<file path="config.mk">
export PLATFORM = sky130hd
export DESIGN_NAME = if_stage
export DESIGN_NICKNAME = d
export VERILOG_FILES = /design/src/rtl/if_stage.sv
export SDC_FILE = /design/constraint.sdc
export NUM_CORES = 1
export LEC_CHECK = 0
export BUFFER_PORTS_ARGS = -buffer_cell sky130_fd_sc_hd__buf_2
export CORE_ASPECT_RATIO = 0.75
export CORE_MARGIN = 1
export CORE_UTILIZATION = 42
export CTS_CLUSTER_SIZE = 16
export DETAILED_ROUTE_END_ITERATION = 10
export PLACE_DENSITY_LB_ADDON = 0.3
export SLEW_MARGIN = 20
export SYNTH_ARGS = -nofsm -noshare
export SYNTH_HDL_FRONTEND = slang
export SYNTH_SLANG_ARGS = --single-unit
export TNS_END_PERCENT = 50
</file>
<file path="constraint.sdc">
create_clock -name clk -period 5.69 [get_ports clk]
set_input_delay 0.2845 -clock clk [delete_from_list [all_inputs] [get_ports clk]]
set_output_delay 0.2845 -clock clk [all_outputs]
set_load 0.05 [all_outputs]
</file>
<file path="src/rtl/if_stage.sv">
// ---------------------------------------------------------------------------
// if_stage -- instruction fetch stage and IF/ID pipeline register.
//
// Owns the fetch PC and a single-outstanding request/grant/response port to
// instruction memory. A one-entry skid buffer catches a response that cannot
// enter IF/ID in the cycle it arrives (stall or flush), so it is not lost.
//
// Ports:
//   clk, rst        rising-edge clock, asynchronous active-high reset
//   stall           hold PC and IF/ID (load-use)
//   flush_IFID      bubble IF/ID on the next edge
//   branch_taken    redirect to branch_target
//   trap_taken      redirect to trap_vector (highest priority)
//   mret_taken      redirect to mepc
//   imem_req/addr   fetch request and word-aligned address (addr = pc_F)
//   imem_gnt        request accepted this cycle
//   imem_rvalid     response for the oldest granted request
//   imem_rdata      instruction word
//   valid_ID        IF/ID holds a real instruction
//   PC_ID, inst_ID  PC and instruction word held in IF/ID
// ---------------------------------------------------------------------------
module if_stage #(
  parameter logic [31:0] RESET_PC = 32'h0000_0000,
  parameter logic [31:0] NOP_INST = 32'h0000_0013
) (
  input  logic        clk,
  input  logic        rst,
  input  logic        stall,
  input  logic        flush_IFID,
  input  logic        branch_taken,
  input  logic [31:0] branch_target,
  input  logic        trap_taken,
  input  logic [31:0] trap_vector,
  input  logic        mret_taken,
  input  logic [31:0] mepc,
  output logic        imem_req,
  output logic [31:0] imem_addr,
  input  logic        imem_gnt,
  input  logic        imem_rvalid,
  input  logic [31:0] imem_rdata,
  output logic        valid_ID,
  output logic [31:0] PC_ID,
  output logic [31:0] inst_ID
);

  typedef enum logic [1:0] {
    IDLE,  // no outstanding request
    BUSY,  // one granted request, response pending
    DROP   // granted request pending whose response is discarded
  } state_t;

  state_t      state;
  logic [31:0] pc_F;
  logic [31:0] req_pc;
  logic        skid_valid;
  logic [31:0] skid_pc;
  logic [31:0] skid_inst;

  logic        redirect;
  logic [31:0] target_raw;
  logic [31:0] target;
  logic        resp_busy;
  logic        take_direct;
  logic        grant;
  logic        kill_id;

  always_comb begin
    redirect   = trap_taken | mret_taken | branch_taken;
    target_raw = branch_target;
    if (trap_taken)      target_raw = trap_vector;
    else if (mret_taken) target_raw = mepc;
    target = {target_raw[31:2], 2'b00};
  end

  // A response goes straight into IF/ID only when IF/ID will accept it this
  // edge; otherwise it is parked in the skid buffer. A plain flush_IFID kills
  // what ID holds now, not the younger word arriving, so that word is parked.
  assign resp_busy   = (state == BUSY) && imem_rvalid;
  assign take_direct = resp_busy && !redirect && !stall && !flush_IFID && !skid_valid;

  // The BUSY term lets a new request go out in the same cycle the previous
  // response is consumed, giving one instruction per cycle with 1-cycle memory.
  assign imem_req  = !rst && !skid_valid && !redirect &&
                     ((state == IDLE) || take_direct);
  assign imem_addr = pc_F;
  assign grant     = imem_req && imem_gnt;

  // Any redirect makes the instruction in ID wrong-path, so it is bubbled too;
  // this is what lets a redirect win over a simultaneous stall.
  assign kill_id = flush_IFID || redirect;

  always_ff @(posedge clk or posedge rst) begin
    if (rst) begin
      state      <= IDLE;
      pc_F       <= RESET_PC;
      req_pc     <= RESET_PC;
      skid_valid <= 1'b0;
      skid_pc    <= '0;
      skid_inst  <= NOP_INST;
      valid_ID   <= 1'b0;
      PC_ID      <= '0;
      inst_ID    <= NOP_INST;
    end else begin
      // ---------------- fetch side ----------------
      if (redirect) begin
        pc_F       <= target;
        skid_valid <= 1'b0;
        unique case (state)
          BUSY:    state <= imem_rvalid ? IDLE : DROP;
          DROP:    if (imem_rvalid) state <= IDLE;
          default: state <= IDLE;
        endcase
      end else begin
        if (grant) begin
          req_pc <= pc_F;
          pc_F   <= pc_F + 32'd4;
        end
        unique case (state)
          IDLE: begin
            if (grant) state <= BUSY;
          end
          BUSY: begin
            if (imem_rvalid) begin
              if (!take_direct) begin
                skid_valid <= 1'b1;
                skid_pc    <= req_pc;
                skid_inst  <= imem_rdata;
              end
              state <= grant ? BUSY : IDLE;
            end
          end
          DROP: begin
            if (imem_rvalid) state <= IDLE;
          end
          default: state <= IDLE;
        endcase
        if (skid_valid && !stall && !flush_IFID) skid_valid <= 1'b0;
      end

      // ---------------- IF/ID register ----------------
      if (kill_id) begin
        valid_ID <= 1'b0;
        inst_ID  <= NOP_INST;
      end else if (!stall) begin
        if (take_direct) begin
          valid_ID <= 1'b1;
          PC_ID    <= req_pc;
          inst_ID  <= imem_rdata;
        end else if (skid_valid) begin
          valid_ID <= 1'b1;
          PC_ID    <= skid_pc;
          inst_ID  <= skid_inst;
        end else begin
          valid_ID <= 1'b0;
          inst_ID  <= NOP_INST;
        end
      end
    end
  end

endmodule

</file>
==> metrics.md <==
| Metric | Value |
|---|---|
| R2R setup slack | `2450 ps` |
| Total power divided by cell area | `282.7 nW/um^2` |
| Worst Tran Pin Value | `942.0 ps` |
| Post-CTS Hold Fix Bufs | `0` |
| Initial Utilization | `43.17%` |
| Num CTS Buffers | `17` |
| Total gr overflow | `0` |
| P&R area growth vs syn | `20.70%` |
| Starting DRT DRC Count | `584` |
| Main synth FF type | `dfrtp_1` |
| Clock Latency Late Sink | `430 ps` |
| Final hold vios | `0` |
| Initial antenna violation count | `4` |
| Post-synth top area share | `49.54%` |
| Synth area leaders | `dfrtp_1 (50%), mux2_2 (7.7%), a21oi_1 (6.2%)` |
| Nets | `1267` |
| Largest area contributor in the synthesized netlist | `dfrtp_1` |
| Unique masters post-synth | `62` |
| TritonRoute pass-1 iters | `5` |
| Gpl congestion | `0.8087` |
| Setup Fix Bufs, Post-CTS | `0` |
| Clock Path Buffers | `2` |
| Crit-path cells | `buf_4 -> nor3b_1 -> nand2b_1 -> nor4_2 -> mux2_2 -> nor3_1` |
| Final worst-path cycle share | `56.88%` |
| Status | `completed` |
| Worst Skew | `10.09 ps` |
| Worst path slowest cell | `nor4_2` |
| Synth Cell Area | `9193 sq um` |
| FMAX | `0.3090 GHz` |
| Reg clk slew, reported paths | `70 ps` |
| # setup viols final | `0` |
| RR Startpoint | `skid_valid` |
| Yosys warning total | `0` |
| Vias | `7685` |
| Setup_tns | `0 ps` |
| FF-to-FF End | `imem_addr[24]` |
| Via density | `5.370` |
| Die X | `172.8 microns` |
| Tmin final | `3236 ps` |
| First-pass GRT wire length | `39.86 mm` |
| Kind of critical path | `flip-flop to flip-flop` |
| Gates resized, CTS repair | `0` |
| Share of cells above drive strength 1 | `31.20%` |
| DRC Markers | `0` |
| PnR worst setup slack | `2454 ps` |
| H-tree depth | `4` |
| Slew Viols, Final | `0` |
| FFs w/ async S/R, synth | `100.0%` |
| Post-synth EDFFs | `0` |
| Rows | `46` |
| Crit end category | `flip-flop` |
| Largest net degree at the start of global routing | `136` |
| Path depth of the worst reg2reg path | `6` |
| Die area | `22490 sq um` |
| # IOs | `235` |
| Startpoint Class | `flip-flop` |
| Buffers on Ports | `224` |
| CP required | `6040 ps` |
| Cells after synthesis | `942` |
| Remaining antenna violation count | `0` |
| Worst slew margin | `37.20%` |
| WP data arrival | `3580 ps` |
| HP Class | `input pin to async pin` |
| DP Worst Slack | `2536 ps` |
| Critical path capture point | `imem_addr[24]` |
| LEAKAGE | `0.005591 uW` |
| Yosys reg bits | `188` |
| Slowest stage delay, CP | `760 ps` |
| Final Non-Filler Cells | `1431` |
| Max_cap viols | `0` |
| Syn_area_per_cell | `9.759 sq um` |
| Peak supply drop | `212.6 uV` |
| Seq/Total Area, Yosys | `51.26%` |
| RSZ-0062 raised after global routing | `no` |
| TritonCTS clock tree | `yes` |
| Final wirelength | `24.91 mm` |
| Worst-path maximum fanout | `27` |
| CTS sink cnt | `188` |
| Total GRT Usage | `22.65%` |
| Dpl hpwl | `16.76 mm` |
| Cells after DPL | `1394` |
| Filler Cells Inserted | `1988` |
| Die Ht | `130.1 microns` |
| Core region area | `21300 sq um` |
| Critical path origin | `skid_valid` |
| DR WL/cell | `17.41 microns` |
| Final Total Pwr | `3137 uW` |
| Vias in the first global route | `7348` |
| CTS Root Cell | `clkbuf_16` |
| Util after Layout | `52.10%` |
[worst min path at each step]
stage                         startpoint       endpoint  slack [ps]
after floorplan           trap_vector[3]   imem_addr[3]         410
after global placement        req_pc[20]     req_pc[20]         480
after detailed placement      req_pc[22]     req_pc[22]         490
after CTS                 imem_rdata[19]  skid_inst[19]          70
after global routing      imem_rdata[19]  skid_inst[19]          70
final                                rst  skid_inst[31]          90
[placed cells by master (no fill, tap or decap), types with 4 or more instances in the layout]
cell type | synthesis | final
a31oi_1 | 6 | 6
and4_1 | 4 | 4
xor2_1 | 4 | 4
nand4_1 | 4 | 4
nand3_1 | 15 | 14
clkinvlp_4 | 0 | 5
o31ai_1 | 5 | 5
clkbuf_16 | 0 | 17
o21ai_0 | 8 | 8
xnor2_1 | 7 | 7
nand2b_1 | 4 | 4
inv_8 | 0 | 7
diode_2 | 0 | 5
o211a_1 | 4 | 4
or3_1 | 5 | 4
inv_1 | 29 | 28
mux2_2 | 63 | 63
dfstp_2 | 6 | 6
ha_1 | 5 | 5
a22oi_1 | 29 | 29
dfrtp_1 | 182 | 182
and3_1 | 7 | 7
a21oi_1 | 114 | 113
buf_2 | 3 | 224
nor4_1 | 9 | 8
conb_1 | 1 | 4
nand3b_1 | 5 | 5
a221oi_1 | 20 | 20
nor3_1 | 38 | 38
buf_4 | 4 | 14
nand2_1 | 113 | 113
nor2_1 | 98 | 97
mux2i_1 | 34 | 34
[cells in the mapped netlist (3+ instances only)]
cell type / number
xor2_1: 4
buf_2: 3
nand2_1: 113
or3_1: 5
nor2b_1: 3
nand3b_1: 5
mux2i_1: 34
o211ai_1: 3
a2bb2oi_1: 3
inv_1: 29
nor3_1: 38
nor4_1: 9
mux2_2: 63
nand2b_1: 4
dfrtp_1: 182
nand3_1: 15
o31ai_1: 5
o21ai_0: 8
a21oi_1: 114
a22oi_1: 29
a221oi_1: 20
xnor2_1: 7
nand4_1: 4
clkbuf_1: 58
buf_1: 9
buf_4: 4
o211a_1: 4
a31oi_1: 6
ha_1: 5
o22ai_1: 3
and3_1: 7
and4_1: 4
dfstp_2: 6
nor2_1: 98
[sequential cells by signal, summed over array words and instances, names as in the netlist]
name	cells
inst_ID	32
skid_inst	32
PC_ID	30
imem_addr	30
req_pc	30
skid_pc	30
state	2
skid_valid	1
valid_ID	1
[metrics by stage]
step           cell area, sq um  hold WS [ps]
3_5_place_dp              10500         485.3
4_1_cts                   11080         71.61
2_1_floorplan              9204         411.3
6_report                  11100         91.42
3_3_place_gp              10500         479.9
5_1_grt                   11090         71.78
[worst max-delay path, delay by kind of cell (launching register included)]
family | cells | cell delay [ps]
buffers and inverters | 1 | 300
multiplexers | 1 | 410
AND/OR/NAND/NOR | 4 | 1940
flip-flops | 1 | 510
[area by class of cell]
| class | instances | area, sq um | area share [%] |
|---|---|---|---|
| antenna | 5 | 12.51 | 0.1128 |
| tap | 288 | 360.3 | 3.248 |
| inverter | 29 | 116.4 | 1.049 |
| timing repair buffer | 238 | 1226 | 11.05 |
| multi-input combinational | 651 | 4088 | 36.84 |
| clock buffer | 17 | 425.4 | 3.834 |
| clock inverter | 15 | 155.1 | 1.398 |
| sequential | 188 | 4712 | 42.47 |
[routing by layer]
metal	wire length, microns	track usage, %
met1	11900	31.81
met2	11580	36.08
met3	1112	4.662
met4	320	5.466
met5	0	0
[power by group]
| part | switching (uW) | internal (uW) | leakage [uW] |
|---|---|---|---|
| sequential | 90.5 | 1430 | 0.00250 |
| combinational | 300 | 142 | 0.00282 |
| clock | 587 | 587 | 0.000269 |
| total | 978 | 2160 | 0.00559 |
[logic make-up after synthesis]
| family | synth area share, % |
|---|---|
| AND/OR/NAND/NOR | 16.29 |
| AO/OA/AOI/OAI | 14.39 |
| flip-flops | 51.26 |
| buffers and inverters | 4.750 |
| multiplexers | 11.54 |
| XOR/XNOR | 1.048 |
| adder cells (fa/ha/maj) | 0.6805 |
| other | 0.04079 |
Power figures use the tool's default switching activity.
